===== config.mk =====
export PLATFORM = sky130hd
export DESIGN_NAME = merge_pair_scheduler_flat
export DESIGN_NICKNAME = d
export VERILOG_FILES = /design/src/rtl/merge_pair_if.sv /design/src/rtl/merge_pair_scheduler.sv /design/src/flat_wrapper.sv
export SDC_FILE = /design/constraint.sdc
export NUM_CORES = 1
export LEC_CHECK = 0
export CORE_ASPECT_RATIO = 0.5
export CORE_MARGIN = 5
export CORE_UTILIZATION = 50
export CTS_CLUSTER_SIZE = 25
export DETAILED_ROUTE_END_ITERATION = 16
export DONT_BUFFER_PORTS = 1
export SETUP_SLACK_MARGIN = 0.05
export SYNTH_ARGS = -nofsm -noshare
export SYNTH_HDL_FRONTEND = slang
export SYNTH_SLANG_ARGS = --single-unit

===== constraint.sdc =====
create_clock -name i_clk -period 3.4 [get_ports i_clk]
set_input_delay 0.34 -clock i_clk [delete_from_list [all_inputs] [get_ports i_clk]]
set_output_delay 0.34 -clock i_clk [all_outputs]
set_load 0.05 [all_outputs]

===== src/rtl/merge_pair_if.sv =====
// -----------------------------------------------------------------------------
// merge_pair_if
// Handshake bundle between the run buffers / merger and merge_pair_scheduler.
// Signal names are seen from the scheduler: i_* are driven into it and o_* are
// driven by it.
//   slave  : the scheduler side (consumes i_*, drives o_*)
//   master : the environment side (drives i_*, consumes o_*)
// Signals:
//   i_src_a_empty / i_src_b_empty : per-pair source empty flags
//   i_src_a_last  / i_src_b_last  : per-pair head beat holds the run terminator
//   o_src_a_read  / o_src_b_read  : per-pair source pops
//   o_merger_a_empty / o_merger_b_empty : empties presented to the merger
//   i_merger_a_read  / i_merger_b_read  : merger pops of its two inputs
//   o_sel         : granted pair, steers the data muxes
//   i_out_write / i_out_last : merger output beat strobe and terminator flag
//   o_busy, o_run_done, o_done_pair, o_out_beats, o_err : status
// -----------------------------------------------------------------------------
interface merge_pair_if #(
  parameter int NUM_PAIRS = 4,
  parameter int SEL_W     = 2,
  parameter int CNT_W     = 16
);
  logic [NUM_PAIRS-1:0] i_src_a_empty;
  logic [NUM_PAIRS-1:0] i_src_b_empty;
  logic [NUM_PAIRS-1:0] i_src_a_last;
  logic [NUM_PAIRS-1:0] i_src_b_last;
  logic [NUM_PAIRS-1:0] o_src_a_read;
  logic [NUM_PAIRS-1:0] o_src_b_read;
  logic                 o_merger_a_empty;
  logic                 o_merger_b_empty;
  logic                 i_merger_a_read;
  logic                 i_merger_b_read;
  logic [SEL_W-1:0]     o_sel;
  logic                 i_out_write;
  logic                 i_out_last;
  logic                 o_busy;
  logic                 o_run_done;
  logic [SEL_W-1:0]     o_done_pair;
  logic [CNT_W-1:0]     o_out_beats;
  logic                 o_err;

  modport slave (
    input  i_src_a_empty, i_src_b_empty, i_src_a_last, i_src_b_last,
    input  i_merger_a_read, i_merger_b_read, i_out_write, i_out_last,
    output o_src_a_read, o_src_b_read, o_merger_a_empty, o_merger_b_empty,
    output o_sel, o_busy, o_run_done, o_done_pair, o_out_beats, o_err
  );

  modport master (
    output i_src_a_empty, i_src_b_empty, i_src_a_last, i_src_b_last,
    output i_merger_a_read, i_merger_b_read, i_out_write, i_out_last,
    input  o_src_a_read, o_src_b_read, o_merger_a_empty, o_merger_b_empty,
    input  o_sel, o_busy, o_run_done, o_done_pair, o_out_beats, o_err
  );
endinterface


===== src/rtl/merge_pair_scheduler.sv =====
// -----------------------------------------------------------------------------
// merge_pair_scheduler
// Time-multiplexes one merger between NUM_PAIRS pairs of sorted-run sources.
// A pair is granted round-robin once both of its sources hold data; its
// empty/read handshakes are then routed to the merger's two inputs. Each side
// is fenced after its run terminator is popped so the following run cannot
// leak in. The grant is held until the merger writes its output terminator.
// Control only: the data muxes are steered by o_sel.
// Ports:
//   i_clk  : clock
//   i_rst  : asynchronous active-high reset
//   bus    : merge_pair_if.slave handshake/status bundle (see interface file)
// -----------------------------------------------------------------------------
module merge_pair_scheduler #(
  parameter int NUM_PAIRS = 4,
  parameter int SEL_W     = 2,
  parameter int CNT_W     = 16
) (
  input  logic        i_clk,
  input  logic        i_rst,
  merge_pair_if.slave bus
);

  typedef enum logic [1:0] {
    ST_IDLE  = 2'd0,
    ST_FEED  = 2'd1,
    ST_DRAIN = 2'd2,
    ST_NEXT  = 2'd3
  } state_t;

  state_t               r_state;
  state_t               w_state_nxt;
  logic [SEL_W-1:0]     r_ptr;
  logic [SEL_W-1:0]     r_sel;
  logic [SEL_W-1:0]     r_done_pair;
  logic                 r_a_done;
  logic                 r_b_done;
  logic [CNT_W-1:0]     r_cnt;
  logic [CNT_W-1:0]     r_out_beats;
  logic                 r_err;
  logic                 r_run_done;

  logic [NUM_PAIRS-1:0] w_req;
  logic                 w_grant_vld;
  logic [SEL_W-1:0]     w_grant_idx;
  logic [SEL_W-1:0]     w_scan_idx;
  logic                 w_in_feed;
  logic                 w_pop_a;
  logic                 w_pop_b;
  logic                 w_term_a;
  logic                 w_term_b;
  logic                 w_bad_pop;
  logic                 w_early_last;
  logic                 w_run_end;
  logic [NUM_PAIRS-1:0] w_src_a_read;
  logic [NUM_PAIRS-1:0] w_src_b_read;
  logic                 w_merger_a_empty;
  logic                 w_merger_b_empty;
  logic                 w_busy;

  // Counter increment that sticks at all-ones instead of wrapping.
  function automatic logic [CNT_W-1:0] sat_inc(input logic [CNT_W-1:0] v);
    if (v == {CNT_W{1'b1}}) begin
      sat_inc = v;
    end else begin
      sat_inc = v + CNT_W'(1);
    end
  endfunction

  // A pop only counts when the granted side is still open; the terminator pop
  // closes that side at the next edge.
  assign w_in_feed    = (r_state == ST_FEED);
  assign w_pop_a      = w_in_feed & bus.i_merger_a_read & ~r_a_done;
  assign w_pop_b      = w_in_feed & bus.i_merger_b_read & ~r_b_done;
  assign w_term_a     = w_pop_a & bus.i_src_a_last[r_sel];
  assign w_term_b     = w_pop_b & bus.i_src_b_last[r_sel];
  // Any merger pop that is not a legal pop is a protocol error.
  assign w_bad_pop    = (bus.i_merger_a_read & ~w_pop_a) |
                        (bus.i_merger_b_read & ~w_pop_b);
  assign w_early_last = w_in_feed & bus.i_out_write & bus.i_out_last;
  assign w_run_end    = (r_state == ST_DRAIN) & bus.i_out_write & bus.i_out_last;

  // Round-robin pick: first requesting pair at or after the pointer.
  always_comb begin
    w_req       = ~bus.i_src_a_empty & ~bus.i_src_b_empty;
    w_grant_vld = 1'b0;
    w_grant_idx = {SEL_W{1'b0}};
    w_scan_idx  = {SEL_W{1'b0}};
    // Scan from the farthest offset down so the nearest requester wins last.
    for (int i = NUM_PAIRS - 1; i >= 0; i--) begin
      w_scan_idx = r_ptr + SEL_W'(i);
      if (w_req[w_scan_idx]) begin
        w_grant_vld = 1'b1;
        w_grant_idx = w_scan_idx;
      end else begin
        w_grant_vld = w_grant_vld;
      end
    end
  end

  // FSM state register.
  always_ff @(posedge i_clk or posedge i_rst) begin
    if (i_rst) begin
      r_state <= ST_IDLE;
    end else begin
      r_state <= w_state_nxt;
    end
  end

  // FSM next-state logic.
  always_comb begin
    w_state_nxt = r_state;
    case (r_state)
      ST_IDLE: begin
        if (w_grant_vld) begin
          w_state_nxt = ST_FEED;
        end else begin
          w_state_nxt = ST_IDLE;
        end
      end
      ST_FEED: begin
        // Both sides closed, counting a terminator popped this very cycle.
        if ((r_a_done | w_term_a) & (r_b_done | w_term_b)) begin
          w_state_nxt = ST_DRAIN;
        end else begin
          w_state_nxt = ST_FEED;
        end
      end
      ST_DRAIN: begin
        if (w_run_end) begin
          w_state_nxt = ST_NEXT;
        end else begin
          w_state_nxt = ST_DRAIN;
        end
      end
      ST_NEXT: begin
        w_state_nxt = ST_IDLE;
      end
      default: begin
        w_state_nxt = ST_IDLE;
      end
    endcase
  end

  // FSM outputs: handshake routing for the granted pair and busy flag.
  always_comb begin
    w_src_a_read     = {NUM_PAIRS{1'b0}};
    w_src_b_read     = {NUM_PAIRS{1'b0}};
    w_merger_a_empty = 1'b1;
    w_merger_b_empty = 1'b1;
    w_busy           = 1'b0;
    case (r_state)
      ST_FEED: begin
        w_merger_a_empty    = bus.i_src_a_empty[r_sel] | r_a_done;
        w_merger_b_empty    = bus.i_src_b_empty[r_sel] | r_b_done;
        w_src_a_read[r_sel] = bus.i_merger_a_read & ~r_a_done;
        w_src_b_read[r_sel] = bus.i_merger_b_read & ~r_b_done;
        w_busy              = 1'b1;
      end
      ST_DRAIN: begin
        w_busy = 1'b1;
      end
      default: begin
        w_busy = 1'b0;
      end
    endcase
  end

  // Grant, fence flags, beat counter, completion report and error flag.
  always_ff @(posedge i_clk or posedge i_rst) begin
    if (i_rst) begin
      r_ptr       <= {SEL_W{1'b0}};
      r_sel       <= {SEL_W{1'b0}};
      r_a_done    <= 1'b0;
      r_b_done    <= 1'b0;
      r_cnt       <= {CNT_W{1'b0}};
      r_out_beats <= {CNT_W{1'b0}};
      r_run_done  <= 1'b0;
      r_done_pair <= {SEL_W{1'b0}};
      r_err       <= 1'b0;
    end else begin
      r_run_done <= 1'b0;
      case (r_state)
        ST_IDLE: begin
          if (w_grant_vld) begin
            r_sel    <= w_grant_idx;
            r_a_done <= 1'b0;
            r_b_done <= 1'b0;
            r_cnt    <= {CNT_W{1'b0}};
          end
        end
        ST_FEED: begin
          if (w_term_a) begin
            r_a_done <= 1'b1;
          end
          if (w_term_b) begin
            r_b_done <= 1'b1;
          end
          if (bus.i_out_write) begin
            r_cnt <= sat_inc(r_cnt);
          end
        end
        ST_DRAIN: begin
          if (bus.i_out_write) begin
            r_cnt <= sat_inc(r_cnt);
          end
          // The terminator beat itself is included in the reported length.
          if (w_run_end) begin
            r_out_beats <= sat_inc(r_cnt);
            r_run_done  <= 1'b1;
            r_done_pair <= r_sel;
          end
        end
        ST_NEXT: begin
          r_ptr <= r_sel + SEL_W'(1);
        end
        default: begin
          r_ptr <= r_ptr;
        end
      endcase
      if (w_bad_pop | w_early_last) begin
        r_err <= 1'b1;
      end
    end
  end

  assign bus.o_src_a_read     = w_src_a_read;
  assign bus.o_src_b_read     = w_src_b_read;
  assign bus.o_merger_a_empty = w_merger_a_empty;
  assign bus.o_merger_b_empty = w_merger_b_empty;
  assign bus.o_sel            = r_sel;
  assign bus.o_busy           = w_busy;
  assign bus.o_run_done       = r_run_done;
  assign bus.o_done_pair      = r_done_pair;
  assign bus.o_out_beats      = r_out_beats;
  assign bus.o_err            = r_err;

endmodule


===== src/flat_wrapper.sv =====
// flat-port wrapper written by rule: the top's interface ports become plain ports
module merge_pair_scheduler_flat 
#(
  parameter int NUM_PAIRS = 4,
  parameter int SEL_W     = 2,
  parameter int CNT_W     = 16
)
  (i_clk, i_rst, bus_i_src_a_empty, bus_i_src_b_empty, bus_i_src_a_last, bus_i_src_b_last, bus_i_merger_a_read, bus_i_merger_b_read, bus_i_out_write, bus_i_out_last, bus_o_src_a_read, bus_o_src_b_read, bus_o_merger_a_empty, bus_o_merger_b_empty, bus_o_sel, bus_o_busy, bus_o_run_done, bus_o_done_pair, bus_o_out_beats, bus_o_err);
  merge_pair_if #(.NUM_PAIRS(NUM_PAIRS), .SEL_W(SEL_W), .CNT_W(CNT_W)) bus_i ();
  input  logic i_clk;
  input  logic i_rst;
  input wire logic [$bits(bus_i.i_src_a_empty)-1:0] bus_i_src_a_empty;
  input wire logic [$bits(bus_i.i_src_b_empty)-1:0] bus_i_src_b_empty;
  input wire logic [$bits(bus_i.i_src_a_last)-1:0] bus_i_src_a_last;
  input wire logic [$bits(bus_i.i_src_b_last)-1:0] bus_i_src_b_last;
  input wire logic [$bits(bus_i.i_merger_a_read)-1:0] bus_i_merger_a_read;
  input wire logic [$bits(bus_i.i_merger_b_read)-1:0] bus_i_merger_b_read;
  input wire logic [$bits(bus_i.i_out_write)-1:0] bus_i_out_write;
  input wire logic [$bits(bus_i.i_out_last)-1:0] bus_i_out_last;
  output wire logic [$bits(bus_i.o_src_a_read)-1:0] bus_o_src_a_read;
  output wire logic [$bits(bus_i.o_src_b_read)-1:0] bus_o_src_b_read;
  output wire logic [$bits(bus_i.o_merger_a_empty)-1:0] bus_o_merger_a_empty;
  output wire logic [$bits(bus_i.o_merger_b_empty)-1:0] bus_o_merger_b_empty;
  output wire logic [$bits(bus_i.o_sel)-1:0] bus_o_sel;
  output wire logic [$bits(bus_i.o_busy)-1:0] bus_o_busy;
  output wire logic [$bits(bus_i.o_run_done)-1:0] bus_o_run_done;
  output wire logic [$bits(bus_i.o_done_pair)-1:0] bus_o_done_pair;
  output wire logic [$bits(bus_i.o_out_beats)-1:0] bus_o_out_beats;
  output wire logic [$bits(bus_i.o_err)-1:0] bus_o_err;
  assign bus_i.i_src_a_empty = bus_i_src_a_empty;
  assign bus_i.i_src_b_empty = bus_i_src_b_empty;
  assign bus_i.i_src_a_last = bus_i_src_a_last;
  assign bus_i.i_src_b_last = bus_i_src_b_last;
  assign bus_i.i_merger_a_read = bus_i_merger_a_read;
  assign bus_i.i_merger_b_read = bus_i_merger_b_read;
  assign bus_i.i_out_write = bus_i_out_write;
  assign bus_i.i_out_last = bus_i_out_last;
  assign bus_o_src_a_read = bus_i.o_src_a_read;
  assign bus_o_src_b_read = bus_i.o_src_b_read;
  assign bus_o_merger_a_empty = bus_i.o_merger_a_empty;
  assign bus_o_merger_b_empty = bus_i.o_merger_b_empty;
  assign bus_o_sel = bus_i.o_sel;
  assign bus_o_busy = bus_i.o_busy;
  assign bus_o_run_done = bus_i.o_run_done;
  assign bus_o_done_pair = bus_i.o_done_pair;
  assign bus_o_out_beats = bus_i.o_out_beats;
  assign bus_o_err = bus_i.o_err;
  merge_pair_scheduler #(.NUM_PAIRS(NUM_PAIRS), .SEL_W(SEL_W), .CNT_W(CNT_W)) u_core (.i_clk(i_clk), .i_rst(i_rst), .bus(bus_i));
endmodule

==> impl_metrics.toml, run 1 <==
[timing]
finalSetupViolations = 0
least_margin_pin_slew_ps = 835
period_share_pct = 75.7
slew_violations = 0
timing.final.crit_period_ps = 2570
hold_viol = 0
fmax_ghz = 0.389
skew_ps = 7.59
rsz0062_at_grt = "no"
fin_setup_tns_ps = 0
timing.slew.headroom_pct = 44.1

[logic_synthesis]
synth.ff_latch_count = 44
simple_gate_share_of_the_synthesized_area_pct = 23.6
synth_fa_ha_area_share_pct = 5.14
synth_mux_area_share_pct = 5.28
synth_enable_flop_cells = 0
synth_compound_gate_area_share_pct = 18.0
synth_top_family_by_area = "simple AND/OR/NAND/NOR gates"
share_of_synthesized_flip_flops_with_an_asynchronous_set_or_reset_pct = 100
synth_top_flop_cell = "dfrtp_1"
synth_cell_types = 54
synth.cell_area_um2 = 2680
syn_avg_cell_area_um2 = 9.13
yosys_warning_count = 0
synthesis.instances = 293
synth-seq-area-share_pct = 41.1
nets_in_the_synthesized_netlist = 326
post_synth_xor_area_fraction_pct = 2.95

[grt]
grt_use_met3_pct = 6.00
grt_start_max_net_pins = 45
grt.total_usage_pct = 19.2
use_met2_pct = 33.3
antenna_violations_before_repair = 0
globalRoute.busiestLayer = "met2"
groute.layer.met1.usage_pct = 24.7
global_route.overflow_total = 0
grt_first_pass_wirelength_um = 10700
grt_pass1_vias = 2251

[critical_path]
cp-end-kind = "flip-flop"
maximum_cell_stage_delay_along_the_critical_path_ps = 740
cpLargestDelayFamily = "adder cells"
crit_chain = "inv_1 -> ha_1 -> and4b_1 -> buf_4 -> a31o_2 -> a32o_1"
worstPathMaxFanout = 15
arrival_ps = 2800
crit_path_slowest_cell = "ha_1"
critical_path.startpoint_type = "flip-flop"
required_time_of_the_critical_path_ps = 3630
path_class = "reg -> reg"
critPathBufInv = 2

[final_layout]
finish.net_count = 323
antenna_cells_inserted = 0
final_layout_size_suffix_gt1_share_pct = 9.62
register_area_um2 = 1100
finish.cell_count_without_fillers = 361
area_growth_pct = 6.17
multiInputGateArea_um2 = 1480
fillers = 465

[drt]
via_count = 2127
routed_via_density = 5.89
postRouteAntennaNets = 0
drt_pass1_iterations = 5
remaining_drcs = 0
drt_initial_violations = 99
route.detailed.wl_per_inst_um = 16.9
finalWirelength_um = 6090

[place]
finalWeightedCongestion = 0.818
post-dp-hpwl_um = 4470
placed_cells = 353
port_buffers = 0

[clock_tree]
clk_transition_reported_paths_ps = 80
cts_max_level = 2
post_cts_buffers = 0
cts_root_buffer = "clkbuf_8"
insertion_delay_ps = 290
cts_buffers = 5
clock_path_buffers = 2
cts_tree = "yes"
cts_resized = 0
hold_buffers = 0
cts_num_sinks = 44

[power]
power.ir.vdd_worst_mv = 0.469
finalPower_w = 0.00217
p_leak_nw = 1.25
power.density_cell_area_nw_per_um2 = 764

[die]
pin_count = 55
chipHeight_um = 61.7
floorplan.core_area_um2 = 5040
die_w_um = 113
std_cell_rows = 18
initial_utilization_pct = 53.1
floorplan.die_area_um2 = 7000

[min_path]
hp-class = "in -> async"

[run]
cap_violations = 0

[outcome]
run_status = "completed"
[layout make-up]
cell class | instances | share of cell area (%)
Tap cell | 70 | 3.08
Clock inverter | 2 | 1.23
Inverter | 11 | 1.45
Sequential cell | 44 | 38.7
Timing Repair Buffer | 3 | 0.793
Clock buffer | 6 | 2.55
Multi-Input combinational cell | 225 | 52.1
[stage by stage]
step | util, % | setup slack [ps] | hold slack, ps | cell area (µm²)
after global routing | 56.3 | 664 | 123 | 2840
after global placement | 54.2 | 958 | 398 | 2730
after floorplan | - | 785 | 487 | 2680
after detailed placement | 54.2 | 851 | 409 | 2730
final | 56.3 | 826 | 65.3 | 2840
after CTS | 56.3 | 833 | 87.2 | 2840
[layer usage]
| layer | vias to the layer above | part of all wire, % |
|---|---|---|
| met2 | 58 | 46 |
| met5 | - | 0 |
| met3 | 2 | 6.6 |
| met4 | 0 | 0.38 |
| met1 | 1019 | 47 |
| li1 | 1048 | - |
[Yosys cell counts (all sizes together) (3+ instances only)]
library cell / instances / area, µm²
inv: 11 / 41.3
and3: 9 / 56.3
a21oi: 21 / 105
nand3: 12 / 70.1
nor2: 19 / 71.3
xnor2: 4 / 35.0
nor2b: 4 / 25.0
mux4: 4 / 90.1
o21ai: 26 / 130
a21o: 3 / 22.5
clkbuf: 8 / 31.3
mux2i: 4 / 40.0
nand2b: 3 / 18.8
nor3: 6 / 41.3
and2: 6 / 37.5
dfrtp: 44 / 1100
nand2: 43 / 161
xor2: 5 / 43.8
nand4: 5 / 52.6
o22ai: 3 / 18.8
o2111ai: 3 / 26.3
buf: 5 / 31.3
a31oi: 6 / 37.5
ha: 11 / 138
[worst reg2reg max path: cells and delay by family (launching register included)]
family                     cells  cell delay, ps
AOI/OAI and AO/OA              2             310
adders and majority gates      1             740
DFF                            1             450
buffers and inverters          2             390
and+or+nand+nor                1             640
[sequential cells by signal, indices dropped and copies added, names as in the netlist, named ones only]
| name | count |
|---|---|
| u_core.r_state | 1 |
| u_core.r_ptr | 2 |
| u_core.r_cnt | 16 |
| u_core.bus.o_sel | 2 |
| u_core.bus.o_out_beats | 16 |
| u_core.bus.o_done_pair | 2 |
| u_core.r_a_done | 1 |
| u_core.bus.o_err | 1 |
| u_core.bus.o_run_done | 1 |
| u_core.r_b_done | 1 |
[where the power goes]
group / leakage (nW) / switching, W / internal (W)
sequential: 0.588 / 0.000276 / 0.000610
combinational: 0.605 / 0.000590 / 0.000303
clock: 0.0552 / 0.000174 / 0.000218
total: 1.25 / 0.00104 / 0.00113
[cells by family (layout without fill, tap and decap cells)]
logic type      count (synthesis)  after routing
flops                          44             44
buf+inv                        24             22
simple gates                  118            118
xor+xnor                        9              9
mux                             9              9
compound gates                 78             78
fa+ha+maj                      11             11
[path summary, 6_finish.rpt]
path	slack, ps	to	cells after the start	from
worst max-delay path	830	u_core.r_cnt[1]$_DFFE_PP0P_	6	u_core.r_state[0]$_DFF_PP0_
worst min-delay path	70	u_core.bus.o_err$_DFFE_PP0P_	2	i_rst
worst max register to register	830	u_core.r_cnt[1]$_DFFE_PP0P_	6	u_core.r_state[0]$_DFF_PP0_
worst min register to register	570	u_core.r_cnt[11]$_DFFE_PP0P_	1	u_core.r_cnt[11]$_DFFE_PP0P_
max in group asynchronous	2940	u_core.r_cnt[14]$_DFFE_PP0P_	2	i_rst
min in group i_clk	200	u_core.bus.o_err$_DFFE_PP0P_	2	bus_i_merger_b_read
[placed cells by master, fill, tap and decap left out, drive strengths merged, types with 4 or more instances in the layout]
master  Yosys  layout
mux4        4       4
a31oi       6       6
mux2i       4       4
xnor2       4       4
nor2       19      19
o21ai      26      26
nand2      43      43
and2        6       6
xor2        5       5
nand4       5       5
inv        11      10
nand3      12      12
dfrtp      44      44
nor3        6       6
and3        9       9
clkbuf      8       6
ha         11      11
a21oi      21      21
nor2b       4       4
Power figures use the tool's default switching activity.
==> run 2: changes to the inputs <==
==> constraint.sdc (replaced) <==
create_clock -name i_clk -period 2.6 [get_ports i_clk]
set_input_delay 0.26 -clock i_clk [delete_from_list [all_inputs] [get_ports i_clk]]
set_output_delay 0.26 -clock i_clk [all_outputs]
set_load 0.05 [all_outputs]
==> run 2 against run 1 <==
  * Via count rose by 1.1%
  * Die area unchanged
  * Critical path depth decreased by 2
  * Cell count grew 1.7%
  * Combinational power grew 43%
  * Sequential cell count is the same
  * Hold slack better by 61 ps
  * Clock skew increased by 0.57 ps
  * Utilization is 0.60 points higher
  * Total power grew 30%
  * Largest cell class unchanged
  * Largest power group unchanged
  * Highest routed layer unchanged
==> impl_metrics.toml, run 2 (synthesized netlist as in run 1, its figures left out) <==
[clock_tree]
clock_path_buffers = 2
hold_buffers = 1
cts_root_buffer = "clkbuf_8"
cts_buffers = 5
cts_tree = "yes"
insertion_delay_ps = 290
cts_num_sinks = 44
clk_transition_reported_paths_ps = 80
post_cts_buffers = 0
cts_max_level = 2
cts_resized = 0

[die]
pin_count = 55
floorplan.die_area_um2 = 7000
std_cell_rows = 18
initial_utilization_pct = 53.1
chipHeight_um = 61.7
floorplan.core_area_um2 = 5040
die_w_um = 113

[min_path]
timing.hold.worst_endpoint = "u_core.bus.o_err$_DFFE_PP0P_"
holdPathStages = 2
hp-class = "in -> reg"
hp-start = "bus_i_merger_b_read"

[critical_path]
crit_path_slowest_cell = "and3_1"
critical_path.startpoint_type = "flip-flop"
regToRegSetupSlack_ps = 400
cp-end-kind = "primary output"
worstReg2RegStart = "u_core.r_state[0]$_DFF_PP0_"
maximum_cell_stage_delay_along_the_critical_path_ps = 540
worst_r2r_path_depth = 7
crit_chain = "inv_1 -> ha_1 -> nor2b_1 -> and3_1"
worst_r2r_endpoint = "u_core.r_cnt[1]$_DFFE_PP0P_"
cpLargestDelayFamily = "simple AND/OR/NAND/NOR gates"
path_class = "reg -> out"
worstPathMaxFanout = 8
critPathBufInv = 1
arrival_ps = 2070
required_time_of_the_critical_path_ps = 2340

[place]
port_buffers = 0
finalWeightedCongestion = 0.858
placed_cells = 358
post-dp-hpwl_um = 4530

[timing]
skew_ps = 8.16
period_share_pct = 89.5
fin_setup_tns_ps = 0
timing.final.crit_period_ps = 2330
fmax_ghz = 0.430
timing.slew.headroom_pct = 35.1
finalSetupViolations = 0
hold_viol = 0
least_margin_pin_slew_ps = 968
slew_violations = 0
rsz0062_at_grt = "no"
worst_hold_slack_across_all_endpoints_ps = 126

[drt]
routed_via_density = 5.86
drt_pass1_iterations = 4
route.detailed.wl_per_inst_um = 16.5
drt_initial_violations = 89
postRouteAntennaNets = 0
via_count = 2151
finalWirelength_um = 6060
remaining_drcs = 0

[grt]
grt_first_pass_wirelength_um = 10500
grt_start_max_net_pins = 35
grt_pass1_vias = 2109
grt.total_usage_pct = 19.2
global_route.overflow_total = 0
antenna_violations_before_repair = 0

[final_layout]
area_growth_pct = 7.29
finish.net_count = 329
antenna_cells_inserted = 0
mostFrequentLayoutCell = "dfrtp_1"
final_layout_size_suffix_gt1_share_pct = 10.8
finish.cell_count_without_fillers = 367
fillers = 478
layout_common_cells = "dfrtp_1, nand2_1, o21ai_0, a21oi_1, nor2_1"

[power]
p_leak_nw = 1.27
power.density_cell_area_nw_per_um2 = 982
internal_power_w = 0.00146
finalPower_w = 0.00282
seqPwrFrac_pct = 38.8
power_switching_share_pct = 48.3
power_frac_clock_pct = 15.7
power_frac_comb_pct = 45.5
power.ir.vdd_worst_mv = 0.767
net-switching-power_w = 0.00136

[run]
cap_violations = 0

[outcome]
run_status = "completed"
## run 2: cell count changes in the layout (fill, tap and decap cells not counted)
cell,delta
dlygate4sd3_1,+1
bufinv_16,-1
buf_4,+5
clkbuf_8,+1
clkinv_2,-1
clkbuf_1,+1
## run 2: area by class of cell
cell class | count | area [µm²] | share of cell area (%)
multi-input cells | 225 | 1480 | 51.6
repair buffers | 9 | 70.1 | 2.44
clock buffers | 8 | 90.1 | 3.14
flip-flops and latches | 44 | 1100 | 38.3
inverters | 11 | 41.3 | 1.44
well taps | 70 | 87.6 | 3.05
## run 2: worst max path at each step
stage                               startpoint                           to  slack [ps]  depth (start not counted)
2_1_floorplan  u_core.bus.o_sel[1]$_DFFE_PP0P_          bus_o_src_a_read[0]          70                          5
3_3_place_gp       u_core.r_state[0]$_DFF_PP0_  u_core.r_cnt[1]$_DFFE_PP0P_         560                          7
3_5_place_dp       u_core.r_state[0]$_DFF_PP0_  u_core.r_cnt[1]$_DFFE_PP0P_         440                          7
4_1_cts                              flip-flop          bus_o_src_a_read[2]         260                          4
5_1_grt                              flip-flop          bus_o_src_b_read[2]         120                          4
6_report                             flip-flop          bus_o_src_a_read[2]         270                          4
## run 2: power groups by stage
stage / clock network [W] / registers, W / logic (W)
after floorplan: 0 / 0.00110 / 0.000994
after CTS: 0.000448 / 0.00110 / 0.00129
after detailed placement: 0 / 0.00111 / 0.00128
final: 0.000443 / 0.00109 / 0.00128
after global placement: 0 / 0.00110 / 0.00126
after global routing: 0.000487 / 0.00112 / 0.00143
## run 2: metrics by stage
stage	setup slack, ps	utilization, %	instance area, µm²
floorplan	65.5	-	2680
global placement	556	54.9	2770
detailed placement	444	54.9	2770
CTS	258	56.9	2870
global route	118	56.9	2870
finish	273	56.9	2870
## run 2: routing by layer
metal	track usage (%)	part of all wire, %
met4	3.60	0.51
met2	32.6	46
met5	0	0
met1	25.1	46
met3	5.90	7.2
==> patch 1: new RTL, config.mk and constraints of run 2 <==
`SEL_W` is set to 2 in 3 places; all go to 3.
--- a/src/rtl/merge_pair_if.sv
+++ b/src/rtl/merge_pair_if.sv
@@ -19,3 +19,3 @@
   parameter int NUM_PAIRS = 4,
-  parameter int SEL_W     = 2,
+  parameter int SEL_W     = 3,
   parameter int CNT_W     = 16
--- a/src/rtl/merge_pair_scheduler.sv
+++ b/src/rtl/merge_pair_scheduler.sv
@@ -15,3 +15,3 @@
   parameter int NUM_PAIRS = 4,
-  parameter int SEL_W     = 2,
+  parameter int SEL_W     = 3,
   parameter int CNT_W     = 16
--- a/src/flat_wrapper.sv
+++ b/src/flat_wrapper.sv
@@ -4,3 +4,3 @@
   parameter int NUM_PAIRS = 4,
-  parameter int SEL_W     = 2,
+  parameter int SEL_W     = 3,
   parameter int CNT_W     = 16
Interface: changed (resized bus_o_done_pair and bus_o_sel); port bits go from 55 to 57. The function was not compared with the original's and may differ.
==> patch 1 against run 2 <==
Routed wire length grew 16%. Count of clock-buffer cells in the layout shrank 2. Worst setup slack lost 57 ps. Worst hold slack lost 29 ps. Critical endpoint is now bus_o_src_b_read[1]. Total power grew 32%. Largest power group unchanged. Synthesized area grew 14%. Sequential cell count grew 3. Final area grew 15%.
==> patch 1: results (changes against run 2) <==
{| class="wikitable"
! Metric !! Value
|-
| Worst R2R Setup Slack || 290 ps (-110 ps)
|-
| Transition time at the pin with the least slew margin || 1020 ps (+54.2 ps)
|-
| Maximum resistive drop on vdd || 0.000506 V (-34%)
|-
| Max frequency || 420 MHz (-2.4%)
|-
| Number of antenna violations at the first check in global routing || 0 (unchanged)
|-
| Outcome || completed
|-
| Reg2Reg Launch Point || u_core.r_ptr[0]
|-
| Worst Reg2Reg Path Length in Cells || 6 (-1)
|-
| Critical Path AT || 2120 ps (+50 ps)
|-
| Leakage power of the design || 0.00138 uW (+8.6%)
|-
| Final HPWL DP || 5200 um (+15%)
|-
| Largest net degree at the start of global routing || 48 (+37%)
|-
| Max stage delay on crit path || 460 ps (-80 ps)
|-
| Dominant delay contributor by cell family on the critical path || simple AND/OR/NAND/NOR gates
|-
| Final Skew || 3.36 ps (-4.80 ps)
|-
| Power spent charging and discharging nets || 1770 uW (+30%)
|-
| Type of the most critical hold path || in2async
|-
| Cell chosen for the clock root || sky130_fd_sc_hd__clkbuf_16
|-
| Distinct cells, synth || 55 (+1.9%)
|-
| Number of nets in the final layout || 368 (+12%)
|-
| Portion of the post-synthesis area used by sequential elements || 0.384 (-0.0269)
|-
| Leading cell types by total area after synthesis || sky130_fd_sc_hd__dfrtp_1, sky130_fd_sc_hd__ha_1, sky130_fd_sc_hd__mux4_2, sky130_fd_sc_hd__nand2_1, sky130_fd_sc_hd__nor2_1
|-
| Clk pin slew, worst setup/hold paths || 60 ps (-20 ps)
|-
| Global-route usage over all layers || 0.187 (-0.00441)
|-
| First-pass GRT wire length || 11800 um (+13%)
|-
| First DRT Iteration DRCs || 155 (+74%)
|-
| CP max-delay cell || sky130_fd_sc_hd__and2_1
|-
| Total length of routed wires || 7010 um (+16%)
|-
| Total number of vias || 2443 (+14%)
|-
| Clk Latency, worst-skew pair || 280 ps
|-
| Initial DRT Pass Iterations || 4 (unchanged)
|-
| Most frequent cells after synthesis || sky130_fd_sc_hd__dfrtp_1, sky130_fd_sc_hd__nand2_1, sky130_fd_sc_hd__nor2_1
|-
| Number of global-route vias before repair || 2324 (+10%)
|-
| Critical-path maximum fanout || 7 (-1)
|-
| Placer's final routability congestion estimate || 0.890 (+3.7%)
|-
| Endpoint of the worst-slack reg-to-reg timing path || u_core.bus.o_sel[0]
|-
| Share of cells above drive strength 1 || 0.111 (+0.00337)
|}
-- patch 1: cell types whose count changed after synthesis, moves of 4 or more --
| cell | change |
|---|---|
| sky130_fd_sc_hd__o21ai_1 | +17 |
| sky130_fd_sc_hd__nor2_1 | +10 |
| sky130_fd_sc_hd__o21ai_0 | -7 |
| sky130_fd_sc_hd__xnor2_1 | +6 |
| sky130_fd_sc_hd__inv_1 | +5 |
| sky130_fd_sc_hd__nand2_1 | -5 |
| sky130_fd_sc_hd__or2_1 | +4 |
-- patch 1: layout make-up --
class | count | area [um^2]
sequential | 47 | 1180
clock inverter | 2 | 35.0
clock buffer | 6 | 139
timing repair buffer | 5 | 37.5
inverter | 17 | 63.8
fill | 546 | 2710
tap | 77 | 96.3
multi-input combinational | 256 | 1750
-- patch 1: power groups by stage --
stage | sequential, uW | clock (uW) | combinational [uW]
2_1_floorplan | 1390 | 0 | 1270
3_3_place_gp | 1440 | 0 | 1530
3_5_place_dp | 1450 | 0 | 1560
4_1_cts | 1430 | 766 | 1570
5_1_grt | 1470 | 799 | 1730
6_report | 1430 | 746 | 1560
-- patch 1: cell families (layout without fill, tap and decap cells) --
logic type	Yosys count	after routing	share of synthesized area
xor gates and xnor gates	14	14	0.0401
and+or+nand+nor	124	124	0.210
adders and majority gates	14	14	0.0573
muxes	11	11	0.0650
buffers and inverters	32	30	0.0458
AOI/OAI and AO/OA	93	93	0.198
DFF	47	47	0.384
-- patch 1: worst max path at each step --
stage,from,depth (start not counted),endpoint
2_1_floorplan,u_core.r_ptr[1],8,u_core.bus.o_sel[0]
3_3_place_gp,u_core.r_ptr[0],6,u_core.bus.o_sel[0]
3_5_place_dp,u_core.r_ptr[0],6,u_core.bus.o_sel[0]
4_1_cts,flip-flop,5,bus_o_src_b_read[0]
5_1_grt,flip-flop,5,bus_o_src_b_read[1]
6_report,flip-flop,5,bus_o_src_b_read[1]
-- patch 1: per-stage QoR --
step                hold slack (ps)  std cells  setup slack (ps)   util  cell area (um^2)
finish                         97.6        410               217  0.549              3300
floorplan                       407        335               355      -              3060
detailed placement              424        402               314  0.519              3120
CTS                             125        410               192  0.548              3290
global placement                415        402               364  0.519              3120
global route                    177        410              59.9  0.549              3300
-- patch 1: per-layer routing --
metal,vias to the layer above,part of all wire,global-route usage
met5,-,0,0
met4,0,0.014,0.0480
met3,11,0.062,0.0542
met2,78,0.46,0.304
met1,1161,0.46,0.249
li1,1193,-,-
-- patch 1: repair_timing --
item | CTS | global route
setup endpoints to repair | 0 | 4
buffers inserted | 0 | 0
gates resized for setup | 0 | 4
==> patch 2: new RTL, config.mk and constraints of run 2 <==
Made on the original files. The 4 states of `state_t` get a one-hot encoding in 4 bits.
--- a/src/rtl/merge_pair_scheduler.sv
+++ b/src/rtl/merge_pair_scheduler.sv
@@ -23,7 +23,7 @@
 
-  typedef enum logic [1:0] {
-    ST_IDLE  = 2'd0,
-    ST_FEED  = 2'd1,
-    ST_DRAIN = 2'd2,
-    ST_NEXT  = 2'd3
+  typedef enum logic [3:0] {
+    ST_IDLE  = 4'b0001,
+    ST_FEED  = 4'b0010,
+    ST_DRAIN = 4'b0100,
+    ST_NEXT  = 4'b1000
   } state_t;
Function: same outputs for any inputs over 10 cycles, from zero or initial values and one cycle with i_rst high; not proved beyond that.
==> patch 2 against run 2 <==
Final area increased by 6.0%. Synthesized cell count increased by 5.1%. Synthesized area increased by 4.9%. Fmax increased by 2.2%. Critical endpoint is now bus_o_src_a_read[3]. Worst hold slack got worse by 49 ps. Routed wire length increased by 13%. Worst setup slack improved by 51 ps. Sequential cell count increased by 2. Sequential share of layout area decreased by 0.49 points. Utilization decreased by 1.2 points. Clock skew increased by 1.3 ps.
Power is not compared: it rests on default switching activity, and its combinational part moved more than twofold at a synthesized area within 25%.
==> patch 2: results (changes against run 2) <==
{| class="wikitable"
! Metric !! Value
|-
| Global-route usage over all layers || 0.195 (+0.00326)
|-
| Share of cells above drive strength 1 || 0.101 (-0.00677)
|-
| Fillers || 500 (+4.6%)
|-
| First DRT Iteration DRCs || 199 (+120%)
|-
| Number of nets in the final layout || 333 (+1.2%)
|-
| Most frequent cells after synthesis || sky130_fd_sc_hd__dfrtp_1, sky130_fd_sc_hd__nand2_1, sky130_fd_sc_hd__nor2_1
|-
| Warning count from the yosys run || 0 (unchanged)
|-
| Leading cell types by total area after synthesis || sky130_fd_sc_hd__dfrtp_1, sky130_fd_sc_hd__nand3_1, sky130_fd_sc_hd__o21ai_0, sky130_fd_sc_hd__nand2_1, sky130_fd_sc_hd__nor2_1
|-
| Largest net degree at the start of global routing || 47 (+34%)
|-
| Cell chosen for the clock root || sky130_fd_sc_hd__clkbuf_16
|-
| First-pass GRT wire length || 11300 um (+8.2%)
|-
| Num CTS Buffers || 5 (unchanged)
|-
| Critical-path maximum fanout || 7 (-1)
|-
| Final HPWL DP || 4850 um (+7.1%)
|-
| Final Skew || 9.41 ps (+1.25 ps)
|-
| Critical Path AT || 2020 ps (-50 ps)
|-
| Type of the most critical hold path || in2async
|-
| Clk pin slew, worst setup/hold paths || 60 ps (-20 ps)
|-
| Placer's final routability congestion estimate || 0.829 (-3.3%)
|-
| Total gr overflow || 0 (unchanged)
|-
| Transition time at the pin with the least slew margin || 971 ps (+3.13 ps)
|-
| Post-DR vias/cell || 6.35 (+8.3%)
|-
| Distinct cells, synth || 55 (+1.9%)
|-
| Number of global-route vias before repair || 2276 (+7.9%)
|-
| Synth Area per Inst || 9.12 um^2 (-0.20%)
|-
| Max stage delay on crit path || 520 ps (-20 ps)
|-
| Total number of vias || 2412 (+12%)
|-
| Total length of routed wires || 6850 um (+13%)
|-
| DP Cell Count || 372 (+3.9%)
|-
| Post-Synthesis Net Count || 335 (+2.8%)
|-
| Portion of the post-synthesis area used by sequential elements || 0.410 (-0.000979)
|-
| Outcome || completed
|}
[patch 2: cell count changes in the layout (fill, tap and decap cells not counted), moves of 8 or more]
| cell | delta |
|---|---|
| sky130_fd_sc_hd__nand2_1 | -23 |
| sky130_fd_sc_hd__a21oi_1 | -11 |
| sky130_fd_sc_hd__or3_1 | +11 |
| sky130_fd_sc_hd__nor4_1 | +10 |
| sky130_fd_sc_hd__nand3_1 | +8 |
| sky130_fd_sc_hd__o211ai_1 | +8 |
[patch 2: final timing paths]
kind / cells past startpoint / slack [ps] / end / from
worst max-delay path: 4 / 320 / bus_o_src_a_read[3] / u_core.r_state[3]
worst max register to register: 4 / 520 / u_core.bus.o_out_beats[15] / u_core.r_cnt[7]
worst min register to register: 1 / 600 / u_core.r_state[0] / u_core.r_state[3]
worst min-delay path: 1 / 80 / u_core.r_b_done / i_rst
max in group asynchronous: 1 / 1920 / u_core.bus.o_done_pair[0] / i_rst
min in group i_clk: 2 / 130 / u_core.bus.o_err / bus_i_merger_b_read
[patch 2: per-stage QoR]
| step | setup slack [ps] | cell area, um^2 | hold WS, ps | utilization |
|---|---|---|---|---|
| final | 325 | 3040 | 77.0 | 0.557 |
| after detailed placement | 484 | 2900 | 425 | 0.530 |
| after global placement | 581 | 2900 | 415 | 0.530 |
| after CTS | 298 | 3040 | 121 | 0.557 |
| after floorplan | 332 | 2810 | 411 | - |
| after global routing | 149 | 3040 | 156 | 0.557 |
[patch 2: layer usage]
metal | global-route usage | share of wire
met1 | 0.273 | 0.48
met2 | 0.294 | 0.44
met3 | 0.0648 | 0.072
met4 | 0.0405 | 0.0069
met5 | 0 | 0
[patch 2: layout make-up]
type	instances	area [um^2]	area share
well taps	73	91.3	0.0300
flip-flops and latches	46	1150	0.379
clock buffers	7	143	0.0469
clock inverters	1	5.00	0.00164
multi-input cells	226	1500	0.494
repair buffers	13	97.6	0.0321
inverters	14	52.6	0.0173
[patch 2: where the power goes]
group | total (uW) | switching, uW | internal (uW)
registers | 940 | 161 | 779
clock network | 653 | 271 | 382
logic | 631 | 413 | 218
[patch 2: worst register-to-register path, delay by kind of cell, from the launching register on]
| family | cells | cell delay, ps |
|---|---|---|
| and+or+nand+nor | 2 | 850 |
| DFF | 1 | 520 |
| AOI/OAI and AO/OA | 2 | 580 |
[patch 2: cells by family after synthesis]
group           Yosys count  share of synthesized area
flops                    46                      0.410
buf+inv                  36                     0.0575
simple gates            124                      0.250
compound gates           84                      0.205
fa+ha+maj                 5                     0.0223
xor+xnor                  2                    0.00624
mux                      11                     0.0490
